--- src/rtl/estagio_escrita_pkg.sv ---
// Load-type codes, queue entry layout and load-data formatting shared by the write-back stage.
package pacote_rv32i;

  localparam logic [2:0] F3_LB  = 3'b000;
  localparam logic [2:0] F3_LH  = 3'b001;
  localparam logic [2:0] F3_LW  = 3'b010;
  localparam logic [2:0] F3_LBU = 3'b100;
  localparam logic [2:0] F3_LHU = 3'b101;

  localparam int LARG_ENTRADA = 10;

  typedef struct packed {
    logic [4:0] rd;
    logic [2:0] funct3;
    logic [1:0] offset;
  } entrada_carga_t;

  // Unknown funct3 codes fall through to the word path.
  function automatic logic [31:0] formata_carga(input logic [2:0] funct3,
                                                input logic [1:0] offset,
                                                input logic [31:0] palavra);
    logic [7:0]  byte_sel;
    logic [15:0] meia_sel;
    byte_sel = palavra[8*offset +: 8];
    meia_sel = offset[1] ? palavra[31:16] : palavra[15:0];
    case (funct3)
      F3_LB:   formata_carga = {{24{byte_sel[7]}}, byte_sel};
      F3_LBU:  formata_carga = {24'd0, byte_sel};
      F3_LH:   formata_carga = {{16{meia_sel[15]}}, meia_sel};
      F3_LHU:  formata_carga = {16'd0, meia_sel};
      default: formata_carga = palavra;
    endcase
  endfunction

  function automatic logic desalinhado(input logic [2:0] funct3, input logic [1:0] offset);
    case (funct3)
      F3_LB, F3_LBU: desalinhado = 1'b0;
      F3_LH, F3_LHU: desalinhado = offset[0];
      default:       desalinhado = (offset != 2'b00);
    endcase
  endfunction

endpackage

--- src/rtl/estagio_escrita_if.sv ---
// Bundle of ALU, load-issue, memory-response and register-file write signals of the write-back stage.
// Adds erro_desalinhado when ESCRITA_DESALINHADO_EN is defined.
interface estagio_escrita_if;
  logic        ula_valido;
  logic [4:0]  ula_rd;
  logic [31:0] ula_dado;
  logic        carga_emitir;
  logic [4:0]  carga_rd;
  logic [2:0]  carga_funct3;
  logic [1:0]  carga_offset;
  logic        carga_aceita;
  logic        mem_valido;
  logic [31:0] mem_dado;
  logic        mem_pronto;
  logic [31:0] reg_pendente;
  logic [4:0]  reg_destino;
  logic [31:0] dado_escrita;
  logic        habilitar_escrita;
`ifdef ESCRITA_DESALINHADO_EN
  logic        erro_desalinhado;

  modport master (
    output ula_valido, ula_rd, ula_dado, carga_emitir, carga_rd, carga_funct3, carga_offset,
           mem_valido, mem_dado,
    input  carga_aceita, mem_pronto, reg_pendente, reg_destino, dado_escrita, habilitar_escrita,
           erro_desalinhado
  );
  modport slave (
    input  ula_valido, ula_rd, ula_dado, carga_emitir, carga_rd, carga_funct3, carga_offset,
           mem_valido, mem_dado,
    output carga_aceita, mem_pronto, reg_pendente, reg_destino, dado_escrita, habilitar_escrita,
           erro_desalinhado
  );
`else
  modport master (
    output ula_valido, ula_rd, ula_dado, carga_emitir, carga_rd, carga_funct3, carga_offset,
           mem_valido, mem_dado,
    input  carga_aceita, mem_pronto, reg_pendente, reg_destino, dado_escrita, habilitar_escrita
  );
  modport slave (
    input  ula_valido, ula_rd, ula_dado, carga_emitir, carga_rd, carga_funct3, carga_offset,
           mem_valido, mem_dado,
    output carga_aceita, mem_pronto, reg_pendente, reg_destino, dado_escrita, habilitar_escrita
  );
`endif
endinterface

--- src/rtl/estagio_escrita_fila_cargas.sv ---
// In-order queue of outstanding loads; pointers carry one extra wrap bit to tell full from empty.
module fila_cargas #(
  parameter int PROF = 4,
  parameter int LARG = 10
) (
  input  logic            clk,
  input  logic            rst_n,
  input  logic            push,
  input  logic            pop,
  input  logic [LARG-1:0] dado_entrada,
  output logic [LARG-1:0] dado_saida,
  output logic            cheia,
  output logic            vazia
);
  localparam int PW = $clog2(PROF);

  logic [PW:0]     ptr_esc;
  logic [PW:0]     ptr_lei;
  logic [LARG-1:0] mem [PROF];

  assign vazia      = (ptr_esc == ptr_lei);
  assign cheia      = (ptr_esc[PW] != ptr_lei[PW]) && (ptr_esc[PW-1:0] == ptr_lei[PW-1:0]);
  assign dado_saida = mem[ptr_lei[PW-1:0]];

  always_ff @(posedge clk or negedge rst_n) begin
    if (!rst_n) begin
      ptr_esc <= '0;
      ptr_lei <= '0;
    end else begin
      if (push && !cheia) ptr_esc <= ptr_esc + 1'b1;
      if (pop && !vazia)  ptr_lei <= ptr_lei + 1'b1;
    end
  end

  always_ff @(posedge clk) begin
    if (push && !cheia) mem[ptr_esc[PW-1:0]] <= dado_entrada;
  end
endmodule

--- src/rtl/estagio_escrita.sv ---
// RV32I write-back: merges ALU results with in-order load responses into the register-file write port.
// ESCRITA_DESALINHADO_EN adds erro_desalinhado and suppresses the write of misaligned loads.
module estagio_escrita
  import pacote_rv32i::*;
#(
  parameter int PROF_CARGAS = 4
) (
  input  logic              sinal_clk,
  input  logic              sinal_rst_n,
  estagio_escrita_if.slave  bus
);
  logic           cheia;
  logic           vazia;
  logic           push;
  logic           pop;
  logic [LARG_ENTRADA-1:0] saida_fila;
  entrada_carga_t cabeca;
  logic [31:0]    pendente;
  logic [31:0]    pendente_prox;
  logic [31:0]    dado_formatado;

  assign bus.carga_aceita = ~cheia & ~pendente[bus.carga_rd];
  assign bus.mem_pronto   = ~vazia & ~bus.ula_valido;
  assign push             = bus.carga_emitir & bus.carga_aceita;
  assign pop              = bus.mem_valido & bus.mem_pronto;
  assign cabeca           = entrada_carga_t'(saida_fila);
  assign dado_formatado   = formata_carga(cabeca.funct3, cabeca.offset, bus.mem_dado);
  assign bus.reg_pendente = pendente;

  fila_cargas #(.PROF(PROF_CARGAS), .LARG(LARG_ENTRADA)) u_fila (
    .clk          (sinal_clk),
    .rst_n        (sinal_rst_n),
    .push         (push),
    .pop          (pop),
    .dado_entrada ({bus.carga_rd, bus.carga_funct3, bus.carga_offset}),
    .dado_saida   (saida_fila),
    .cheia        (cheia),
    .vazia        (vazia)
  );

  // A same-cycle issue to the head rd is already refused, so clear-then-set never collides.
  always_comb begin
    pendente_prox = pendente;
    if (pop)  pendente_prox[cabeca.rd]   = 1'b0;
    if (push) pendente_prox[bus.carga_rd] = 1'b1;
    pendente_prox[0] = 1'b0;
  end

  always_ff @(posedge sinal_clk or negedge sinal_rst_n) begin
    if (!sinal_rst_n) begin
      pendente              <= '0;
      bus.habilitar_escrita <= 1'b0;
      bus.reg_destino       <= '0;
      bus.dado_escrita      <= '0;
`ifdef ESCRITA_DESALINHADO_EN
      bus.erro_desalinhado  <= 1'b0;
`endif
    end else begin
      pendente              <= pendente_prox;
      bus.habilitar_escrita <= 1'b0;
`ifdef ESCRITA_DESALINHADO_EN
      bus.erro_desalinhado  <= 1'b0;
`endif
      if (bus.ula_valido) begin
        bus.habilitar_escrita <= 1'b1;
        bus.reg_destino       <= bus.ula_rd;
        bus.dado_escrita      <= bus.ula_dado;
      end else if (pop) begin
`ifdef ESCRITA_DESALINHADO_EN
        if (desalinhado(cabeca.funct3, cabeca.offset)) begin
          bus.erro_desalinhado <= 1'b1;
        end else begin
          bus.habilitar_escrita <= 1'b1;
          bus.reg_destino       <= cabeca.rd;
          bus.dado_escrita      <= dado_formatado;
        end
`else
        bus.habilitar_escrita <= 1'b1;
        bus.reg_destino       <= cabeca.rd;
        bus.dado_escrita      <= dado_formatado;
`endif
      end
    end
  end
endmodule
--- src/flat_wrapper.sv ---
// flat-port wrapper written by rule: the top's interface ports become plain ports
module estagio_escrita_flat import pacote_rv32i::*;
#(
  parameter int PROF_CARGAS = 4
)
  (sinal_clk, sinal_rst_n, bus_ula_valido, bus_ula_rd, bus_ula_dado, bus_carga_emitir, bus_carga_rd, bus_carga_funct3, bus_carga_offset, bus_mem_valido, bus_mem_dado, bus_carga_aceita, bus_mem_pronto, bus_reg_pendente, bus_reg_destino, bus_dado_escrita, bus_habilitar_escrita);
  estagio_escrita_if bus_i ();
  input  logic sinal_clk;
  input  logic sinal_rst_n;
  input wire logic [$bits(bus_i.ula_valido)-1:0] bus_ula_valido;
  input wire logic [$bits(bus_i.ula_rd)-1:0] bus_ula_rd;
  input wire logic [$bits(bus_i.ula_dado)-1:0] bus_ula_dado;
  input wire logic [$bits(bus_i.carga_emitir)-1:0] bus_carga_emitir;
  input wire logic [$bits(bus_i.carga_rd)-1:0] bus_carga_rd;
  input wire logic [$bits(bus_i.carga_funct3)-1:0] bus_carga_funct3;
  input wire logic [$bits(bus_i.carga_offset)-1:0] bus_carga_offset;
  input wire logic [$bits(bus_i.mem_valido)-1:0] bus_mem_valido;
  input wire logic [$bits(bus_i.mem_dado)-1:0] bus_mem_dado;
  output wire logic [$bits(bus_i.carga_aceita)-1:0] bus_carga_aceita;
  output wire logic [$bits(bus_i.mem_pronto)-1:0] bus_mem_pronto;
  output wire logic [$bits(bus_i.reg_pendente)-1:0] bus_reg_pendente;
  output wire logic [$bits(bus_i.reg_destino)-1:0] bus_reg_destino;
  output wire logic [$bits(bus_i.dado_escrita)-1:0] bus_dado_escrita;
  output wire logic [$bits(bus_i.habilitar_escrita)-1:0] bus_habilitar_escrita;
  assign bus_i.ula_valido = bus_ula_valido;
  assign bus_i.ula_rd = bus_ula_rd;
  assign bus_i.ula_dado = bus_ula_dado;
  assign bus_i.carga_emitir = bus_carga_emitir;
  assign bus_i.carga_rd = bus_carga_rd;
  assign bus_i.carga_funct3 = bus_carga_funct3;
  assign bus_i.carga_offset = bus_carga_offset;
  assign bus_i.mem_valido = bus_mem_valido;
  assign bus_i.mem_dado = bus_mem_dado;
  assign bus_carga_aceita = bus_i.carga_aceita;
  assign bus_mem_pronto = bus_i.mem_pronto;
  assign bus_reg_pendente = bus_i.reg_pendente;
  assign bus_reg_destino = bus_i.reg_destino;
  assign bus_dado_escrita = bus_i.dado_escrita;
  assign bus_habilitar_escrita = bus_i.habilitar_escrita;
  estagio_escrita #(.PROF_CARGAS(PROF_CARGAS)) u_core (.sinal_clk(sinal_clk), .sinal_rst_n(sinal_rst_n), .bus(bus_i));
endmodule
--- config.mk ---
export PLATFORM = sky130hd
export DESIGN_NAME = estagio_escrita_flat
export DESIGN_NICKNAME = d
export VERILOG_FILES = /design/src/rtl/estagio_escrita_pkg.sv /design/src/rtl/estagio_escrita_if.sv /design/src/rtl/estagio_escrita_fila_cargas.sv /design/src/rtl/estagio_escrita.sv /design/src/flat_wrapper.sv
export SDC_FILE = /design/constraint.sdc
export NUM_CORES = 1
export LEC_CHECK = 0
export CAP_MARGIN = 15
export CORE_UTILIZATION = 35
export CTS_CLUSTER_DIAMETER = 80
export CTS_CLUSTER_SIZE = 20
export DETAILED_ROUTE_END_ITERATION = 16
export GPL_TIMING_DRIVEN = 0
export PLACE_DENSITY = 0.65
export SYNTH_ARGS = -nofsm -noshare
export SYNTH_HDL_FRONTEND = slang
export SYNTH_SLANG_ARGS = --single-unit
export TNS_END_PERCENT = 1
--- constraint.sdc ---
create_clock -name sinal_clk -period 3 [get_ports sinal_clk]
set_input_delay 0.3 -clock sinal_clk [delete_from_list [all_inputs] [get_ports sinal_clk]]
set_output_delay 0.3 -clock sinal_clk [all_outputs]
set_load 0.01 [all_outputs]
==> impl_metrics.ini <==
[status]
status = finished clean

[sta]
setup_viol = 0
holdWs_ps = 330
fmax_mhz = 346
fin_crit_ps = 2890
worst_pin_slew_ps = 696
fin_crit_sh = 0.963
rsz0062_at_grt = false
slew_viol_final = 0
finClkSkew_ps = 8.62
relSlewSlack = 0.536
hold_viol = 0

[global_routing]
grt_usage = 0.220
grt_max_degree = 41
grt_first_pass_wirelength_um = 27100
grt_pass1_vias = 4946
grt_overflow = 0
antenna_found_initial = 0

[critical_path]
r2r_cells = 6
crit_fanout = 9
ff2ff_setup_slack_ps = 370
worstPathArrival_ps = 2590
critPathCaptureType = primary output
crit_required_ps = 2700
crit_type = input pin to primary output
start_kind = input pin
r2r-start = u_core.u_fila.ptr_lei[0]
r2r_end = u_core.bus.dado_escrita[11]

[detailed_routing]
route.detailed.drc = 0
routed_wl_um = 17900
viasPerCell = 5.48
post_drt_wl_per_cell_um = 19.7
drtIter0Drc = 380
num_vias = 4991
drtPass1Iterations = 5
ant_nets = 0

[clock_network]
cts_tree = yes
cts_num_sinks = 115
h-tree-depth = 4
cts_root_buffer = clkbuf_16
cts-buffers-inserted = 17
clk_pin_slew_ps = 50
clkLatencyLatePin_ps = 420
clockBufferDepth = 2

[flow_run]
maxCapViolCount = 0

[yosys]
synth_seq_area_share = 0.545
synth-edff-count = 40
synth_seq_cells = 115
synth_cell_types = 48
synthArstFlopShare = 0.652
syn_inst = 508
synth_ff_type = dfrtp_1
synth.cell_area_sq_um = 5650
synth_nets = 597
syn_avg_cell_area_sq_um = 11.1
synth_warnings = 0

[die]
io_pins = 156
die_w_um = 129
die_y_um = 129
rows = 46
start_util = 0.357
core_sq_um = 15800
dieArea_sq_um = 16700

[final_layout]
fillers = 1391
syn2layout_area_growth_pct = 43.6
postLayoutCellArea_sq_um = 8120
seq_area_sq_um = 3080
multi_input_area_sq_um = 2400
num_antenna_cells = 0
final_nets = 770
drive_above_1_share = 0.112

[power]
p_per_area_nw_per_um2 = 994
irDropWorstVdd_uv = 467
power.leakage_nw = 3.15

[worst_hold_path]
hp-start = bus_carga_rd[1]
min_to = u_core.u_fila.mem[0][6]
holdPathStages = 1
hold_class = input pin to flop

[place]
dpl_cell_area_sq_um = 7470
io_buffers = 153
hpwl_um = 12900
place.gp.congestion = 0.926
[power by group]
| part | switching (mW) | internal [mW] | total [mW] |
|---|---|---|---|
| Combinational | 1.81 | 1.67 | 3.48 |
| Clock | 0.765 | 1.31 | 2.08 |
| Sequential | 0.360 | 2.15 | 2.51 |
[per-stage QoR]
step | cells | util | setup slack, ps | TNS [ps] | power, mW
floorplan | 508 | - | 471 | 0 | 4.38
global placement | 877 | 0.471 | -1020 | -108280 | 5.89
detailed placement | 878 | 0.472 | -856 | -36280 | 5.98
CTS | 910 | 0.512 | 14.9 | 0 | 8.09
global route | 910 | 0.513 | 24.4 | 0 | 8.51
finish | 910 | 0.513 | 112 | 0 | 8.07
[worst max path at each step]
stage	from	endpoint	slack (ps)	cells past startpoint
after global routing	bus_carga_rd[0]	bus_carga_aceita	20	7
after detailed placement	bus_carga_rd[1]	u_core.u_fila.mem[0][0]	-860	8
after floorplan	bus_carga_rd[0]	u_core.u_fila.mem[3][0]	470	6
final	bus_carga_rd[3]	bus_carga_aceita	110	8
after global placement	sinal_rst_n	u_core.bus.reg_pendente[1]	-1020	1
after CTS	bus_carga_rd[3]	bus_carga_aceita	10	8
[synthesized netlist by cell type, types with 2 or more instances]
cell      count  area, sq um
nand3b_1      9         67.6
buf_1         3         11.3
mux2_2        5         56.3
dfrtp_1      75         1880
edfxtp_1     40         1200
a211oi_1      6         45.0
inv_1        14         52.6
o21ai_1       3         15.0
mux4_1        7          184
a21oi_1      39          195
nand2b_1      7         43.8
a311o_1       6         60.1
o21ai_0      69          345
mux2i_1      17          170
ha_1          5         62.6
nor2_1       59          221
or2_2         2         12.5
mux4_2       13          293
nor2b_1       3         18.8
o31ai_1       9         67.6
buf_2        10         50.1
nand3_1       6         30.0
a221oi_1      8         70.1
xor2_1        2         17.5
nand2_1      48          180
xnor2_1       5         43.8
o22ai_1       2         12.5
a31oi_1       2         12.5
clkbuf_1     15         56.3
[area by class of cell]
cell class | instances | area share
timing repair buffer | 155 | 0.192
multi-input combinational | 349 | 0.296
clock inverter | 15 | 0.0227
buffer | 29 | 0.0177
sequential | 115 | 0.379
clock buffer | 17 | 0.0524
inverter | 14 | 0.00648
tap | 216 | 0.0333
[routing by layer]
layer  routed length [um]  part of all wire  global-route usage  up-vias
met2                 8540              0.48               0.369      266
met4                  463             0.026              0.0934        0
met5                    0                 0                   0        -
li1                     -                 -                   -     2217
met1                 7380              0.41               0.276     2474
met3                 1500             0.084              0.0458       34
[cells in the final DEF (no fill, tap or decap), types with 6 or more instances in the layout]
master	instances
mux4_1	7
nand3b_1	9
a211oi_1	6
edfxtp_1	40
a21oi_1	39
a221oi_1	8
nand2b_1	7
nand3_1	6
dfrtp_1	75
inv_1	14
o21ai_0	69
clkdlybuf4s50_1	149
mux4_2	13
clkbuf_16	17
buf_2	8
clkbuf_1	12
nand2_1	48
o31ai_1	9
mux2i_1	17
nor2_1	55
a311o_1	6
[cells by family (layout without fill, tap and decap cells)]
kind of cell | count (synthesis) | after routing | share of synthesized area
and+or+nand+nor | 142 | 142 | 0.112
xor gates and xnor gates | 7 | 7 | 0.0108
adders and majority gates | 5 | 5 | 0.0111
buffers and inverters | 44 | 230 | 0.0334
DFF | 115 | 115 | 0.545
AOI/OAI and AO/OA | 151 | 151 | 0.161
other | 1 | 1 | 0.000664
muxes | 43 | 43 | 0.127
[timing repair]
item | in CTS | in global routing
buffers inserted | 0 | 0
hold buffers | 1 | 0
endpoints found under the setup margin | 42 | 41
pin swaps | 1 | 0
gates resized for setup | 10 | 5
hold endpoints to repair | 35 | 0
[state kept, by name (all words and copies together), names as in the netlist]
register	flops
u_core.bus.habilitar_escrita	1
u_core.bus.reg_pendente	31
u_core.u_fila.ptr_lei	3
u_core.u_fila.ptr_esc	3
u_core.u_fila.mem	40
u_core.bus.reg_destino	5
u_core.bus.dado_escrita	32
[critical path, stage by stage]
cell and delay, ps:
clkdlybuf4s50_1 490, clkbuf_2 220, nand3_1 240, o22ai_1 150, o32ai_2 360, nand2_1 100
nor2_1 160, clkdlybuf4s50_1 560
Power figures use the tool's default switching activity.
